===== config.mk =====
export PLATFORM = sky130hd
export DESIGN_NAME = fetch_unit
export DESIGN_NICKNAME = d
export VERILOG_FILES = /design/src/rtl/fetch_unit.sv
export SDC_FILE = /design/constraint.sdc
export NUM_CORES = 1
export LEC_CHECK = 0
export ABC_AREA = 1
export BUFFER_PORTS_ARGS = -buffer_cell sky130_fd_sc_hd__buf_2
export CAP_MARGIN = 20
export CORE_MARGIN = 5
export CORE_UTILIZATION = 50
export CTS_CLUSTER_SIZE = 12
export DETAILED_ROUTE_END_ITERATION = 8
export HOLD_SLACK_MARGIN = 0.08
export PLACE_DENSITY_LB_ADDON = 0.2
export SYNTH_ARGS = -nofsm -noshare
export SYNTH_HDL_FRONTEND = slang
export SYNTH_SLANG_ARGS = --single-unit

===== constraint.sdc =====
create_clock -name clk_i -period 5.76 [get_ports clk_i]
set_clock_uncertainty 0.1 [all_clocks]
set_input_delay 0.576 -clock clk_i [delete_from_list [all_inputs] [get_ports clk_i]]
set_output_delay 0.576 -clock clk_i [all_outputs]
set_load 0.01 [all_outputs]

===== src/rtl/fetch_unit.sv =====
// fetch_unit: single-issue instruction fetch stage.
// Issues word addresses to a one-cycle-latency instruction memory, registers
// the returned instruction for decode, absorbs decode stalls with a one-entry
// skid buffer and flushes on branch/jump redirects.
// Optional build macro FETCH_MISALIGN_CHK_EN adds the sticky misalign_o flag:
// a redirect to a non-word-aligned target halts all fetching until reset.
module fetch_unit #(
  parameter logic [31:0] RESET_PC = 32'h0000_0000
) (
  input  logic        clk_i,
  input  logic        rst_i,
  output logic [31:0] im_addr_o,
  output logic        im_req_o,
  input  logic [31:0] im_data_i,
  input  logic        stall_i,
  input  logic        redirect_i,
  input  logic [31:0] redirect_pc_i,
  output logic [31:0] inst_o,
  output logic [31:0] pc_o,
  output logic        valid_o
`ifdef FETCH_MISALIGN_CHK_EN
  ,
  output logic        misalign_o
`endif
);

  localparam logic [31:0] NOP_INST = 32'h0000_0013;

  typedef enum logic [1:0] {
    RUN,
    HOLD,
    FLUSH
  } state_e;

  state_e      state_q, state_d;

  logic [31:0] fetch_pc_q, fetch_pc_d;
  logic        resp_pend_q, resp_pend_d;
  logic [31:0] resp_pc_q, resp_pc_d;
  logic        skid_valid_q, skid_valid_d;
  logic [31:0] skid_inst_q, skid_inst_d;
  logic [31:0] skid_pc_q, skid_pc_d;
  logic [31:0] inst_q, inst_d;
  logic [31:0] pc_q, pc_d;
  logic        valid_q, valid_d;

  logic        issue;
  logic        resp_take;
  logic        halted;

`ifdef FETCH_MISALIGN_CHK_EN
  logic        misalign_q, misalign_d;
  assign halted     = misalign_q;
  assign misalign_o = misalign_q;
`else
  logic        redir_lsb_unused;
  assign halted           = 1'b0;
  assign redir_lsb_unused = ^redirect_pc_i[1:0];
`endif

  // State register: tracks RUN / HOLD / FLUSH across cycles.
  always_ff @(posedge clk_i or posedge rst_i) begin
    if (rst_i) begin
      state_q <= RUN;
    end else begin
      state_q <= state_d;
    end
  end

  // Next state: redirect forces one flush cycle; stall or a full skid holds.
  always_comb begin
    state_d = RUN;
    if (redirect_i) begin
      state_d = FLUSH;
    end else if (stall_i || skid_valid_d) begin
      state_d = HOLD;
    end
  end

  // FSM outputs: issue permission and whether the returning response is live.
  always_comb begin
    issue     = !rst_i && !redirect_i && !stall_i && !skid_valid_q && !halted;
    resp_take = resp_pend_q && (state_q != FLUSH);
    im_req_o  = issue;
    im_addr_o = {2'b00, fetch_pc_q[31:2]};
  end

  // Datapath next values: fetch PC, in-flight tracking, skid buffer, output.
  always_comb begin
    fetch_pc_d   = fetch_pc_q;
    resp_pend_d  = resp_pend_q;
    resp_pc_d    = resp_pc_q;
    skid_valid_d = skid_valid_q;
    skid_inst_d  = skid_inst_q;
    skid_pc_d    = skid_pc_q;
    inst_d       = inst_q;
    pc_d         = pc_q;
    valid_d      = valid_q;
`ifdef FETCH_MISALIGN_CHK_EN
    misalign_d   = misalign_q;
`endif

    if (redirect_i) begin
      // Redirect wins over stall and issue; the response due next cycle is
      // dropped because resp_pend is cleared here.
      fetch_pc_d   = {redirect_pc_i[31:2], 2'b00};
      resp_pend_d  = 1'b0;
      skid_valid_d = 1'b0;
      valid_d      = 1'b0;
`ifdef FETCH_MISALIGN_CHK_EN
      if (redirect_pc_i[1:0] != 2'b00) begin
        misalign_d = 1'b1;
      end
`endif
    end else begin
      resp_pend_d = issue;
      if (issue) begin
        fetch_pc_d = fetch_pc_q + 32'd4;
        resp_pc_d  = fetch_pc_q;
      end

      if (stall_i) begin
        // Output holds; a response landing now is parked in the skid entry.
        if (resp_take) begin
          skid_valid_d = 1'b1;
          skid_inst_d  = im_data_i;
          skid_pc_d    = resp_pc_q;
        end
      end else if (skid_valid_q) begin
        inst_d       = skid_inst_q;
        pc_d         = skid_pc_q;
        valid_d      = 1'b1;
        skid_valid_d = 1'b0;
      end else if (resp_take) begin
        inst_d  = im_data_i;
        pc_d    = resp_pc_q;
        valid_d = 1'b1;
      end else begin
        valid_d = 1'b0;
      end
    end
  end

  // Datapath registers with asynchronous reset.
  always_ff @(posedge clk_i or posedge rst_i) begin
    if (rst_i) begin
      fetch_pc_q   <= RESET_PC;
      resp_pend_q  <= 1'b0;
      resp_pc_q    <= '0;
      skid_valid_q <= 1'b0;
      skid_inst_q  <= NOP_INST;
      skid_pc_q    <= '0;
      inst_q       <= NOP_INST;
      pc_q         <= '0;
      valid_q      <= 1'b0;
`ifdef FETCH_MISALIGN_CHK_EN
      misalign_q   <= 1'b0;
`endif
    end else begin
      fetch_pc_q   <= fetch_pc_d;
      resp_pend_q  <= resp_pend_d;
      resp_pc_q    <= resp_pc_d;
      skid_valid_q <= skid_valid_d;
      skid_inst_q  <= skid_inst_d;
      skid_pc_q    <= skid_pc_d;
      inst_q       <= inst_d;
      pc_q         <= pc_d;
      valid_q      <= valid_d;
`ifdef FETCH_MISALIGN_CHK_EN
      misalign_q   <= misalign_d;
`endif
    end
  end

  assign inst_o  = inst_q;
  assign pc_o    = pc_q;
  assign valid_o = valid_q;

endmodule

Yosys cells after proc, flatten, opt, wreduce, memory -nomap -nowiden
Index checks and enable logic that the tools add are counted.

storage, ports and cells
  input port bits = 68
  output and inout port bits = 98
  bits in registers = 197
  logic and storage cells = 45

operators by class
  mux-type cells = 16
  add/subtract/negate cells = 1
  equality and inequality tests = 2
  bitwise logic cells = 2
  reductions and logical operators = 14

operator list
  operator                                                                 count
  32-bit 2-to-1 mux                                                        6
  32-bit by 3-bit adder with 32-bit output, second input constant          1
  1-bit 2-to-1 mux                                                         9
  3-bit AND reduction                                                      2
  1-bit logical AND                                                        4
  1-bit logical NOT                                                        4
  2-bit nonzero test                                                       2
  2-bit 2-to-1 mux                                                         1
  2-bit by 1-bit inequality test with 1-bit output, second input constant  1
  2-bit inequality test, second input constant                             1
  1-bit NOT                                                                2
  2-bit AND reduction                                                      1
  1-bit logical OR                                                         1

Longest topological paths before layout
  depth in word-level cells = 8
  gate-level depth with buffers = 9
  depth with buffers taken out = 8

Least setup slack after synthesis
OpenSTA, ideal clock, no wires.

  kind = input to output
  start point = input port redirect_i
  end point = output port im_req_o
  path buffers = 3
  required time = 5.084 ns
  stages = 6
  arrival = 1.310 ns
  slack = 3.774 ns
  cell sequence = buf_6 nor2_4 nand2_2 buf_2 buf_2 inv_1

between the ends
  cells in the longest elaborated chain, start to end = 4

RTL lines
  item                            RTL line  RTL
  start, declared                 16        input logic redirect_i,
  1-bit logical NOT               82        issue = !rst_i && !redirect_i && !stall_i && !skid_valid_q && !halted;
  1-bit logical AND (3 in a row)  82
  end, declared                   13        output logic im_req_o,

Every way passes these cells.

Worst setup path after layout
  start point = input port redirect_i
  end point = register fetch_pc_q[10]

between the ends
  cells in the longest elaborated chain, start to end = 5
  elaborated cells between the ends (all ways) = 6
  classes of those cells = mux: 1; reduce/logical: 5

RTL lines
  item                                 RTL line  RTL
  1-bit logical NOT                    82
  1-bit logical AND (3 in a row)       82
  2-bit nonzero test (no source line)  n/a
  end signal, assigned                 160       fetch_pc_q <= fetch_pc_d;
  end, declared                        37        logic [31:0] fetch_pc_q, fetch_pc_d;

Parallel ways exist; a longest one is shown, timed or not.
A chain may end at the register's enable or synchronous reset.

==> results_dict.tcl <==
set metrics [dict create \
    total_power_uw 3710 \
    power.static_leakage_uw 0.00533 \
    cp-start-kind "primary input" \
    synthArstFlopShare_pct 100 \
    setup_viol_count_final 0 \
    seq_area_frac_synth_pct 53.7 \
    p_int_uw 2640 \
    r2r_start "skid_valid_q" \
    drt_wl_total_mm 20.3 \
    worstSetupEndpointType "flop" \
    core_area_sq_um 17300 \
    route.detailed.drc 0 \
    rsz0062_at_grt "no" \
    ys_ff_latch 189 \
    synthCells 1120 \
    critPathMaxStageDelay_ns 0.73 \
    firstDrtPassIters 5 \
    setup_tns_ns 0 \
    worst_ep_required_time_ns 6.00 \
    num_vias 7217 \
    path_max_fanout 37 \
    cts-root-buf "clkbuf_16" \
    reg2regPathDepth 5 \
    clock.fmax_mhz 357 \
    antennaDiodeCount 0 \
    synth_common_cells "nand2_1 (434), dfrtp_1 (183), o21ai_0 (152)" \
    swShare_pct 28.8 \
    crit_path_top_delay_cell "nand2_1" \
    grt_max_degree 153 \
    worst_ir_drop_vdd_uv 227 \
    routabilityCongestion 0.881 \
    hpwl_mm 13.4 \
    grt_pass1_wl_mm 34.0 \
    layout_min_cycle_time_ns 2.80 \
    synthToLayoutAreaGrowth_pct 16.6 \
    combPwrFrac_pct 18.6 \
    final_core_util_pct 59.5 \
    hold_buffers 0 \
    gr-total-overflow 0 \
    yosysWarnings 0 \
    drt_iter0_drc 420 \
    clock-sinks 189 \
    antenna_found_initial 0 \
    hp-class "primary input to asynchronous set/reset pin" \
    ios 166 \
    cts_buffer_depth 2 \
    synth_top_area_share_pct 51.9 \
    crit_chain "buf_2, nor2_4, nand2_2, nand2_1, o21ai_0, o21bai_1" \
    synthDistinctLibCells 29 \
    dieArea_sq_um 20400 \
    yosysMostFrequentCell "nand2_1" \
    netlist_top_cells_area "dfrtp_1 (52%), nand2_1 (18%), o21ai_0 (8.6%)" \
    row_count 48 \
    cts_htree_levels 4 \
    synth_top_area_cell "dfrtp_1" \
    slew_headroom_pct 42.2 \
    grt_pass1_vias 6862 \
    clkPwrFrac_pct 33.3 \
    cts_tree "built" \
    drive_gt1_share_pct 18.2 \
    portBuffers 159 \
    status "complete, no violations" \
    clk_pin_slew_ns 0.07 \
    avgViaCountPerCell 4.86 \
    die_w_um 143 \
    drv_slew 0 \
    critPathArrivalTime_ns 3.04 \
    final.period_utilization_pct 48.6 \
    p_seq_share_pct 48.2 \
    syn_avg_cell_area_sq_um 7.88 \
    die_h_um 143 \
    grt_usage_pct 20.5 \
    ant_nets 0 \
    start_util_pct 51.0 \
    clkLatencyLatePin_ns 0.42 \
    cap_violations 0 \
    wl_per_cell_um 13.6 \
    cts_setup_buffers 0 \
    cts-resized-gates 0 \
    syn-cell-area_sq_um 8830 \
    worst_pin_slew_ns 0.865 \
    switchingPower_uw 1070 \
    synth_edf_count 0 \
    rr_endpoint "fetch_pc_q[10]" \
    rrSetupSlack_ns 3.17 \
    pwr_density_cell_nw_per_um2 360 \
    finalHoldViolations 0 \
    crit_type "primary input to flop" \
    synthFlopType "dfrtp_1" \
    cts_made_buffers 17 \
    nNetsFinal 1317 \
]
## sequential cells by signal, indices dropped and copies added, names as in the netlist
signal / cells
inst_o: 32
skid_inst_q: 32
fetch_pc_q: 30
pc_o: 30
resp_pc_q: 30
skid_pc_q: 30
state_q: 2
resp_pend_q: 1
skid_valid_q: 1
valid_o: 1
## layout make-up
cell class	instances	area (sq um)
clock buffer	22	494
clock inverter	10	135
fill	1577	7010
inverter	108	412
multi-input combinational	767	3340
sequential	189	4740
tap	225	282
timing repair buffer	165	886
## power by group through the flow
stage               combinational [uW]  clock, uW  sequential (uW)
floorplan                          361          0             1850
global placement                   678          0             1800
detailed placement                 693          0             1810
CTS                                697       1260             1790
global route                       794       1320             1820
finish                             689       1230             1780
## cells in the final DEF, fill, tap and decap left out
cell type,count
nand2_1,434
dfrtp_1,182
buf_2,159
o21ai_0,152
inv_1,103
nor2_1,57
nand3_1,35
a21oi_1,25
clkbuf_16,17
nor2_2,13
o21ai_1,11
nand3b_1,10
dfstp_2,6
clkinvlp_4,5
o21bai_1,5
clkbuf_8,5
nand2_2,4
o211ai_1,4
conb_1,4
inv_2,3
xor2_1,3
nand4_1,3
clkinv_2,3
bufinv_16,3
buf_4,3
nor2_4,2
buf_12,2
inv_4,1
nand3_4,1
or2_2,1
nor3_1,1
and2_1,1
ha_1,1
buf_16,1
dfrtp_4,1
## worst max path at each step
stage / start / to / slack (ns) / cells after the start
2_1_floorplan: rst_i / fetch_pc_q[10] / 2.65 / 1
3_3_place_gp: skid_valid_q / fetch_pc_q[24] / 2.54 / 6
3_5_place_dp: skid_valid_q / fetch_pc_q[8] / 2.53 / 5
4_1_cts: skid_valid_q / im_req_o / 2.50 / 4
5_1_grt: redirect_i / fetch_pc_q[10] / 2.80 / 6
6_report: redirect_i / fetch_pc_q[10] / 2.96 / 6
## worst max-delay path: cells and delay by family
kind | cells | cell delay (ns)
simple gates | 3 | 1.43
buf+inv | 1 | 0.53
compound gates | 2 | 0.49
## layer usage
layer	vias to the layer above	track usage, %	share of wire (%)
met5	-	0	0
met1	3264	31.0	49
met3	12	3.99	5.8
li1	3754	-	-
met2	187	30.9	45
met4	0	4.35	0.67
## per-stage QoR
step | cell area, sq um | instances | hold slack [ns] | setup slack, ns
final | 10300 | 1486 | 0.252 | 2.96
after floorplan | 8840 | 1123 | 0.353 | 2.65
after CTS | 10200 | 1484 | 0.239 | 2.50
after global routing | 10300 | 1486 | 0.257 | 2.80
after global placement | 9610 | 1452 | 0.355 | 2.54
after detailed placement | 9610 | 1452 | 0.356 | 2.53
## cells by family (layout without fill, tap and decap cells)
logic type | count (synthesis) | count (layout) | share of synthesized area (%)
other | 1 | 4 | 0.0425
XOR/XNOR | 3 | 3 | 0.298
flip-flops | 189 | 189 | 53.7
AO/OA/AOI/OAI | 197 | 197 | 11.4
AND/OR/NAND/NOR | 562 | 562 | 25.8
buffers and inverters | 167 | 305 | 8.63
adder cells (fa/ha/maj) | 1 | 1 | 0.142
No activity file was read; power rests on OpenSTA's default activity.
